`config.mk`:
```
export PLATFORM = sky130hd
export DESIGN_NAME = uart_tx_sequencer
export DESIGN_NICKNAME = d
export VERILOG_FILES = /design/src/rtl/uart_pkg.sv /design/src/rtl/uart_byte_fifo.sv /design/src/rtl/uart_tx_sequencer.sv
export SDC_FILE = /design/constraint.sdc
export NUM_CORES = 1
export LEC_CHECK = 0
export CAP_MARGIN = 20
export CORE_MARGIN = 5
export CORE_UTILIZATION = 45
export DETAILED_ROUTE_END_ITERATION = 16
export GPL_ROUTABILITY_DRIVEN = 0
export PLACE_DENSITY = 0.62
export SYNTH_ARGS = -nofsm -noshare
export SYNTH_HDL_FRONTEND = slang
export SYNTH_SLANG_ARGS = --single-unit
```
`constraint.sdc`:
```
create_clock -name clk -period 3.69 [get_ports clk]
set_input_delay 0.5535 -clock clk [delete_from_list [all_inputs] [get_ports clk]]
set_output_delay 0.5535 -clock clk [all_outputs]
set_load 0.01 [all_outputs]
```
`src/rtl/uart_pkg.sv`:
```
// Register map and sequencer state type shared by the UART top-level and its
// transmit sequencer, so both sides decode the same addresses.
package uart_pkg;

    localparam logic [1:0] BAUD_DATA = 2'd0;
    localparam logic [1:0] ENABLE    = 2'd1;
    localparam logic [1:0] TX_DATA   = 2'd2;
    localparam logic [1:0] RX_DATA   = 2'd3;

    typedef enum logic [2:0] {
        S_BAUD,
        S_EN,
        S_IDLE,
        S_LOAD,
        S_WAIT
    } tx_state_e;

endpackage

```
`src/rtl/uart_byte_fifo.sv`:
```
// Byte-wide synchronous FIFO with a combinational head. Pushes while full and
// pops while empty are ignored.
module uart_byte_fifo #(
    parameter int unsigned DEPTH = 8
) (
    input  logic                     clk,
    input  logic                     rst,
    input  logic                     push,
    input  logic                     pop,
    input  logic [7:0]               din,
    output logic [7:0]               dout,
    output logic                     full,
    output logic                     empty,
    output logic [$clog2(DEPTH):0]   count
);

    localparam int unsigned AW = $clog2(DEPTH);
    localparam logic [AW:0] FULL_COUNT = (AW + 1)'(DEPTH);

    logic [7:0]    mem_q [DEPTH];
    logic [AW-1:0] wr_ptr_q;
    logic [AW-1:0] rd_ptr_q;
    logic [AW:0]   count_q;
    logic          push_en;
    logic          pop_en;

    assign full    = (count_q == FULL_COUNT);
    assign empty   = (count_q == '0);
    assign push_en = push & ~full;
    assign pop_en  = pop & ~empty;
    assign dout    = mem_q[rd_ptr_q];
    assign count   = count_q;

    always_ff @(posedge clk) begin
        if (rst) begin
            wr_ptr_q <= '0;
            rd_ptr_q <= '0;
            count_q  <= '0;
        end else begin
            if (push_en) begin
                wr_ptr_q <= wr_ptr_q + 1'b1;
            end
            if (pop_en) begin
                rd_ptr_q <= rd_ptr_q + 1'b1;
            end
            if (push_en && !pop_en) begin
                count_q <= count_q + 1'b1;
            end else if (!push_en && pop_en) begin
                count_q <= count_q - 1'b1;
            end
        end
    end

    // Storage needs no reset; the pointers alone define what is valid.
    always_ff @(posedge clk) begin
        if (push_en) begin
            mem_q[wr_ptr_q] <= din;
        end
    end

endmodule

```
`src/rtl/uart_tx_sequencer.sv`:
```
// Register-bus master for the UART: programs baud/enable after reset, then
// writes buffered bytes to TX_DATA, each followed by a timed frame gap.
module uart_tx_sequencer
    import uart_pkg::*;
#(
    parameter int unsigned DEPTH      = 8,
    parameter logic [7:0]  BAUD_DIV   = 8'd27,
    parameter int unsigned FRAME_BITS = 10
) (
    input  logic       clk,
    input  logic       rst,
    input  logic [7:0] in_data,
    input  logic       in_valid,
    output logic       in_ready,
    output logic [1:0] address,
    output logic [7:0] write_data,
    output logic       we,
    output logic       re,
    output logic       init_done,
    output logic       busy
);

    localparam int unsigned AW = $clog2(DEPTH);
    localparam logic [AW:0] FULL_COUNT = (AW + 1)'(DEPTH);
    localparam logic [15:0] GAP = 16'(FRAME_BITS * (32'(BAUD_DIV) + 32'd1));

    tx_state_e   state_q, state_d;
    logic [15:0] gap_q, gap_d;
    logic [1:0]  address_q, address_d;
    logic [7:0]  write_data_q, write_data_d;
    logic        we_q, we_d;
    logic        init_done_q, init_done_d;

    logic        fifo_push;
    logic        fifo_pop;
    logic [7:0]  fifo_dout;
    logic        fifo_full;
    logic        fifo_empty;
    logic [AW:0] fifo_count;

    assign in_ready  = (fifo_count != FULL_COUNT);
    assign fifo_push = in_valid & ~fifo_full;

    uart_byte_fifo #(
        .DEPTH (DEPTH)
    ) u_fifo (
        .clk   (clk),
        .rst   (rst),
        .push  (fifo_push),
        .pop   (fifo_pop),
        .din   (in_data),
        .dout  (fifo_dout),
        .full  (fifo_full),
        .empty (fifo_empty),
        .count (fifo_count)
    );

    // Each arm computes the bus outputs that become visible in the following cycle.
    always_comb begin
        state_d      = state_q;
        gap_d        = gap_q;
        address_d    = address_q;
        write_data_d = write_data_q;
        we_d         = 1'b0;
        init_done_d  = init_done_q;
        fifo_pop     = 1'b0;

        case (state_q)
            S_BAUD: begin
                we_d         = 1'b1;
                address_d    = BAUD_DATA;
                write_data_d = BAUD_DIV;
                state_d      = S_EN;
            end
            S_EN: begin
                we_d         = 1'b1;
                address_d    = ENABLE;
                write_data_d = 8'h01;
                state_d      = S_IDLE;
            end
            S_IDLE: begin
                init_done_d = 1'b1;
                if (!fifo_empty) begin
                    fifo_pop     = 1'b1;
                    we_d         = 1'b1;
                    address_d    = TX_DATA;
                    write_data_d = fifo_dout;
                    state_d      = S_LOAD;
                end
            end
            S_LOAD: begin
                gap_d   = GAP - 16'd1;
                state_d = S_WAIT;
            end
            S_WAIT: begin
                if (gap_q != '0) begin
                    gap_d = gap_q - 16'd1;
                end else if (!fifo_empty) begin
                    fifo_pop     = 1'b1;
                    we_d         = 1'b1;
                    address_d    = TX_DATA;
                    write_data_d = fifo_dout;
                    state_d      = S_LOAD;
                end else begin
                    state_d = S_IDLE;
                end
            end
            default: begin
                state_d = S_BAUD;
            end
        endcase
    end

    always_ff @(posedge clk) begin
        if (rst) begin
            state_q      <= S_BAUD;
            gap_q        <= '0;
            address_q    <= '0;
            write_data_q <= '0;
            we_q         <= 1'b0;
            init_done_q  <= 1'b0;
        end else begin
            state_q      <= state_d;
            gap_q        <= gap_d;
            address_q    <= address_d;
            write_data_q <= write_data_d;
            we_q         <= we_d;
            init_done_q  <= init_done_d;
        end
    end

    assign address    = address_q;
    assign write_data = write_data_q;
    assign we         = we_q;
    assign re         = 1'b0;
    assign init_done  = init_done_q;
    assign busy       = !((state_q == S_IDLE) && fifo_empty);

endmodule

```
# After elaboration in Yosys (flattened, before gate mapping)
# Memories as Yosys holds them, arrays and structs flattened. A register that Yosys moved wholly into a read port is not among the register bits.
# Cells that the tools add are included.
# op_classes
n_eq_ne	9
n_bitwise	5
reduce_logical	16
add_sub_neg	5
muxes	22
# op_table
cell	n
case mux 16 bit (2 select lines)	1
case mux 8 bit (4 select lines)	1
2-to-1 mux 16 bit	1
2-to-1 mux 8 bit	2
nonzero test 16 bit	1
subtractor 16 x 1 -> 16 bit (second input constant)	1
case mux 3 bit (5 select lines)	1
2-to-1 mux 3 bit	4
2-to-1 mux 4 bit	2
case mux 2 bit (4 select lines)	1
adder 3 x 1 -> 3 bit (second input constant)	2
== test 3 x 2 -> 1 bit (second input constant)	2
!= test 2 bit (second input constant)	3
AND reduction 2 bit	3
2-to-1 mux 1 bit	5
adder 4 x 1 -> 4 bit (second input constant)	1
== test 4 bit (second input constant)	1
logical NOT 4 bit	1
2-to-1 mux 2 bit	2
!= test 4 bit (second input constant)	1
nonzero test 2 bit	2
nonzero test 4 bit	1
subtractor 4 x 1 -> 4 bit (second input constant)	1
bitwise AND 1 bit	3
other kinds (9)	14
# totals
out_inout_bits	15
in_bits	11
regBits	41
elab_cells	67
memories	1
ramBits	64
# memory_table
memory	words	word_bits	read_ports	rd_clocked_by_memory_dff	write_ports	line	rtl
u_fifo.mem_q	8	8	1	1	1	uart_byte_fifo.sv:20	logic [7:0] mem_q [DEPTH];

# Depth between registers and ports, before layout
# depth
word_depth	8
ltp_mapped	13
mapped_depth_nobuf	13

# Hierarchy
# A second synthesis with hierarchy kept.
# unflattened
cells_unflattened	372
area_unflattened_um2	4827.1
# modules_own_cells
module	n_inst	cells_each	area_per_inst_um2
uart_byte_fifo	1	166	3139.3
uart_tx_sequencer	1	206	1687.9

# Worst setup path before layout
# Ideal clock, no wire load.
# synth_timing
path_type	reg-to-reg
from	reg u_fifo.count_q[0] (netlist: u_fifo.count[0])
to	reg u_fifo.count_q[3] (netlist: u_fifo.count[3])
slack_ns	0.734
setup_time_ns	0.070
arrival_time_ns	2.885
stages_incl_launch_ff	12
path_cell_list	dfxtp_1 -> nor4_1 -> nor3_1 -> a21oi_2 -> ha_1 -> inv_1 -> ha_1 -> a21o_1 -> a21oi_1 -> xnor2_1 -> or3_1 -> a21oi_1
# synth_between
elab_chain_len	8
word_cells_on_any_way	19
classes_between	add/sub: 2; eq/ne: 1; mux: 5; bitwise: 5; reduce/logical: 6
# synth_rtl
element	line	rtl
start: declaration	uart_byte_fifo.sv:23	logic [AW:0] count_q;
start signal: assignment	uart_byte_fifo.sv:47	count_q <= count_q + 1'b1;
start signal: assignment	uart_byte_fifo.sv:49	count_q <= count_q - 1'b1;
logical NOT 4 bit	uart_byte_fifo.sv:28	assign empty = (count_q == '0);
2-to-1 mux 1 bit	uart_tx_sequencer.sv:83, uart_tx_sequencer.sv:98	
2-to-1 mux 1 bit	uart_tx_sequencer.sv:96	if (gap_q != '0) begin
case mux 1 bit (2 select lines)	uart_tx_sequencer.sv:68	case (state_q)
bitwise AND 1 bit	uart_byte_fifo.sv:30	assign pop_en = pop & ~empty;
logical NOT 1 bit	uart_byte_fifo.sv:46	if (push_en && !pop_en) begin
logical AND 1 bit	uart_byte_fifo.sv:46	
2-to-1 mux 4 bit or nonzero test 2 bit (tied branches)	n/a	
# Several ways; a longest one is shown, not always the timed one. The select of a mux whose other input is x is not followed.
# A chain may end at the register's enable or synchronous reset.

# Worst setup path in the final report
# layout_timing
from	reg gap_q[0]
to	reg u_fifo.count_q[3] (netlist: u_fifo.count[3])
# layout_between
elab_chain_len	7
word_cells_on_any_way	9
classes_between	mux: 3; bitwise: 1; reduce/logical: 5
# layout_rtl
element	line	rtl
start: declaration	uart_tx_sequencer.sv:28	logic [15:0] gap_q, gap_d;
start signal: assignment	uart_tx_sequencer.sv:124	gap_q <= gap_d;
nonzero test 16 bit (*)	uart_tx_sequencer.sv:96	
2-to-1 mux 1 bit (*)	uart_tx_sequencer.sv:96	
case mux 1 bit (2 select lines) (*)	uart_tx_sequencer.sv:68	
bitwise AND 1 bit (*)	uart_byte_fifo.sv:30	
logical NOT 1 bit	uart_byte_fifo.sv:46	
logical AND 1 bit	uart_byte_fifo.sv:46	
2-to-1 mux 4 bit or nonzero test 2 bit (tied branches)	n/a	
# Mark *: on every way between the ends. The rest lies on a longest branch, timed or not.

==> summary.md <==
| Metric | Value |
|---|---|
| Max Slew Vio Count | 0 |
| Final hold violations | 0 |
| Outcome | complete, no violations |
| Fillers | 863 |
| Crit-path max cell delay | 450 ps |
| Worst skew pair latency | 370 ps |
| Core area | 0.00973 sq mm |
| Main synth FF type | edfxtp_1 |
| FP Rows | 36 |
| Die Width | 110 um |
| Bufs on Longest Clock Path | 2 |
| Post-CTS Setup Bufs | 0 |
| Initial core utilization | 46.1% |
| ANT nets after route | 0 |
| Critical Path AT | 3600 ps |
| H-tree lvl count | 3 |
| Mapped Avg Cell Area | 13.2 sq um |
| Pre-antenna DRT Iters | 5 |
| Final setup viols | 0 |
| Final wirelength | 8520 um |
| Largest net degree at the start of global routing | 30 |
| Most common cell after layout, fill and taps aside | edfxtp_1 |
| Final nets | 393 |
| IO buf count | 24 |
| Clock Sinks | 108 |
| Total gr overflow | 0 |
| Synth top area share | 42.9% |
| Post-synth ARST share | 0% |
| Register Area | 0.00280 sq mm |
| Crit path top cell by count | ha_1 |
| Hold WS | 478 ps |
| Fmax | 0.304 GHz |
| Startpoint class of the critical path | register |
| Area Growth Syn to Fin | 14.2% |
| Seq/Total Area, Yosys | 62.5% |
| Die Area | 0.0121 sq mm |
| Peak VDD IR | 0.324 mV |
| Multi-input gate area | 0.00159 sq mm |
| CP max FO | 9 |
| CP cell instances | inv_1, ha_1, or3b_2, nor4_1, buf_4, a21oi_2, ha_1, inv_1, ha_1, a21o_1, a21oi_1, xnor2_1, or3_1, a21oi_1 |
| Lkg Pwr | 1.73 nW |
| WS Path Type | register to register |
| Antenna Cells | 0 |
| First-pass GRT wire length | 13,900 um |
| Required time of the critical path | 3990 ps |
| Main area contributors after synthesis | edfxtp_1 (43%), dfxtp_1 (20%), mux4_2 (8.0%) |
| Via density | 5.33 |
| Dpl hpwl | 5670 um |
| Layout cell share with drive strength beyond 1 | 16.1% |
| CTS tree | built |
| Setup_tns | 0 ps |
| Commonest non-fill, non-tap cells in the layout | edfxtp_1 (64), dfxtp_1 (44), nor2_1 (35) |
| Max transition margin | 45.6% |
| Critical-path top delay cell | or3b_2 |
| Remaining routing DRC violations | 0 |
| Vias in the first global route | 2,636 |
| Drt initial violations | 131 |
| Post-Syn Nets | 358 |
| GR Util All Layers | 15.5% |
| Yosys warning count | 0 |
| DR WL/cell | 16.6 um |
| Unrepaired setup endpoints after global routing | no |
| Max-Cap Viols | 0 |
| Initial antenna violation count | 0 |
| Slew @ Worst Pin | 814 ps |
| CTS root buffer | clkbuf_8 |
| Tightest Hold Check Type | register to register |
| #FFs+latches synth | 108 |
| Via Count | 2,729 |
| Clk_skew | 10.9 ps |
| Hold buffer count at cts | 0 |
| Die outline height | 110 um |
| # IOs | 26 |
| Final Critical Period | 3290 ps |
| CTS Buf Count | 9 |
| Distinct cells, synth | 41 |
| Pwr Total | 3.66 mW |
| EDFF count, synth | 64 |
| CP endpoint kind | register |
| Finished Core Util | 52.6% |
| Resize count post-CTS | 0 |
| Cells after Synth | 339 |
| Area leader, netlist | edfxtp_1 |
| Clock-pin slew on the worst setup and hold paths | 90 ps |
| Mapped Area | 0.00448 sq mm |
| Power per cell area | 715 mW/mm^2 |
| Final Cycle Share | 89.3% |
report_power, final:
| part | total, mW | switching, mW | internal, mW |
|---|---|---|---|
| logic | 1.41 | 0.732 | 0.677 |
| clock network | 0.667 | 0.411 | 0.256 |
| registers | 1.58 | 0.142 | 1.44 |
| total | 3.66 | 1.28 | 2.38 |
layer usage:
metal  vias up  routed length, um  track usage (%)
li1       1345                  -                -
met1      1336               4000             20.6
met2        39               4110             24.9
met3         9                305             4.40
met4         0                102             4.01
met5         -                  0                0
state kept, by name (all words and copies together) (netlist names), 2 cells and up, named ones only:
register	flops
u_fifo.mem_q	64
state_q	3
address	2
u_fifo.count	4
u_fifo.rd_ptr_q	3
u_fifo.wr_ptr_q	3
gap_q	16
write_data	8
kinds of logic (layout without fill, tap and decap cells):
logic type	count (synthesis)	after routing	synth area share, %
flip-flops	108	108	62.5
other	1	1	0.0837
AO/OA/AOI/OAI	46	46	6.11
buffers and inverters	22	62	1.98
XOR/XNOR	14	14	2.74
multiplexers	27	27	10.7
AND/OR/NAND/NOR	113	113	13.5
adder cells (fa/ha/maj)	8	8	2.40
metrics by stage:
step                instance area, sq um  instances  setup slack (ps)
floorplan                           4480        339               734
global placement                    4940        496               538
detailed placement                  4940        496               419
CTS                                 5120        512               384
global route                        5120        512               138
finish                              5120        512               396
area by class of cell:
type | count | area share (%)
Sequential cell | 108 | 54.7
Multi-Input combinational cell | 209 | 31.1
Timing Repair Buffer | 39 | 6.89
Tap cell | 133 | 3.25
Clock buffer | 9 | 2.42
Clock inverter | 7 | 1.12
Inverter | 7 | 0.513
cells in the mapped netlist, drive strengths merged (5+ instances only):
library cell	count
nor3	24
ha	7
o21ai	6
or4	7
mux2i	5
clkbuf	11
xnor2	10
mux4	16
nor2	35
nor4	9
mux2	6
dfxtp	44
inv	7
or3	14
edfxtp	64
a21oi	27
nand2	13
worst paths after layout:
path	slack (ps)	end	start	depth (start not counted)
worst max-delay path	400	u_fifo.count[3]	gap_q[0]	14
worst min-delay path	480	init_done	init_done	2
worst max register to register	400	u_fifo.count[3]	gap_q[0]	14
worst min register to register	480	init_done	init_done	2
critical path, delay by kind of cell (launching register included):
| family | cells | cell delay [ps] |
|---|---|---|
| AND/OR/NAND/NOR | 3 | 1100 |
| adder cells (fa/ha/maj) | 3 | 650 |
| AO/OA/AOI/OAI | 4 | 620 |
| buffers and inverters | 3 | 430 |
| flip-flops | 1 | 350 |
| XOR/XNOR | 1 | 80 |
Power figures use the tool's default switching activity.
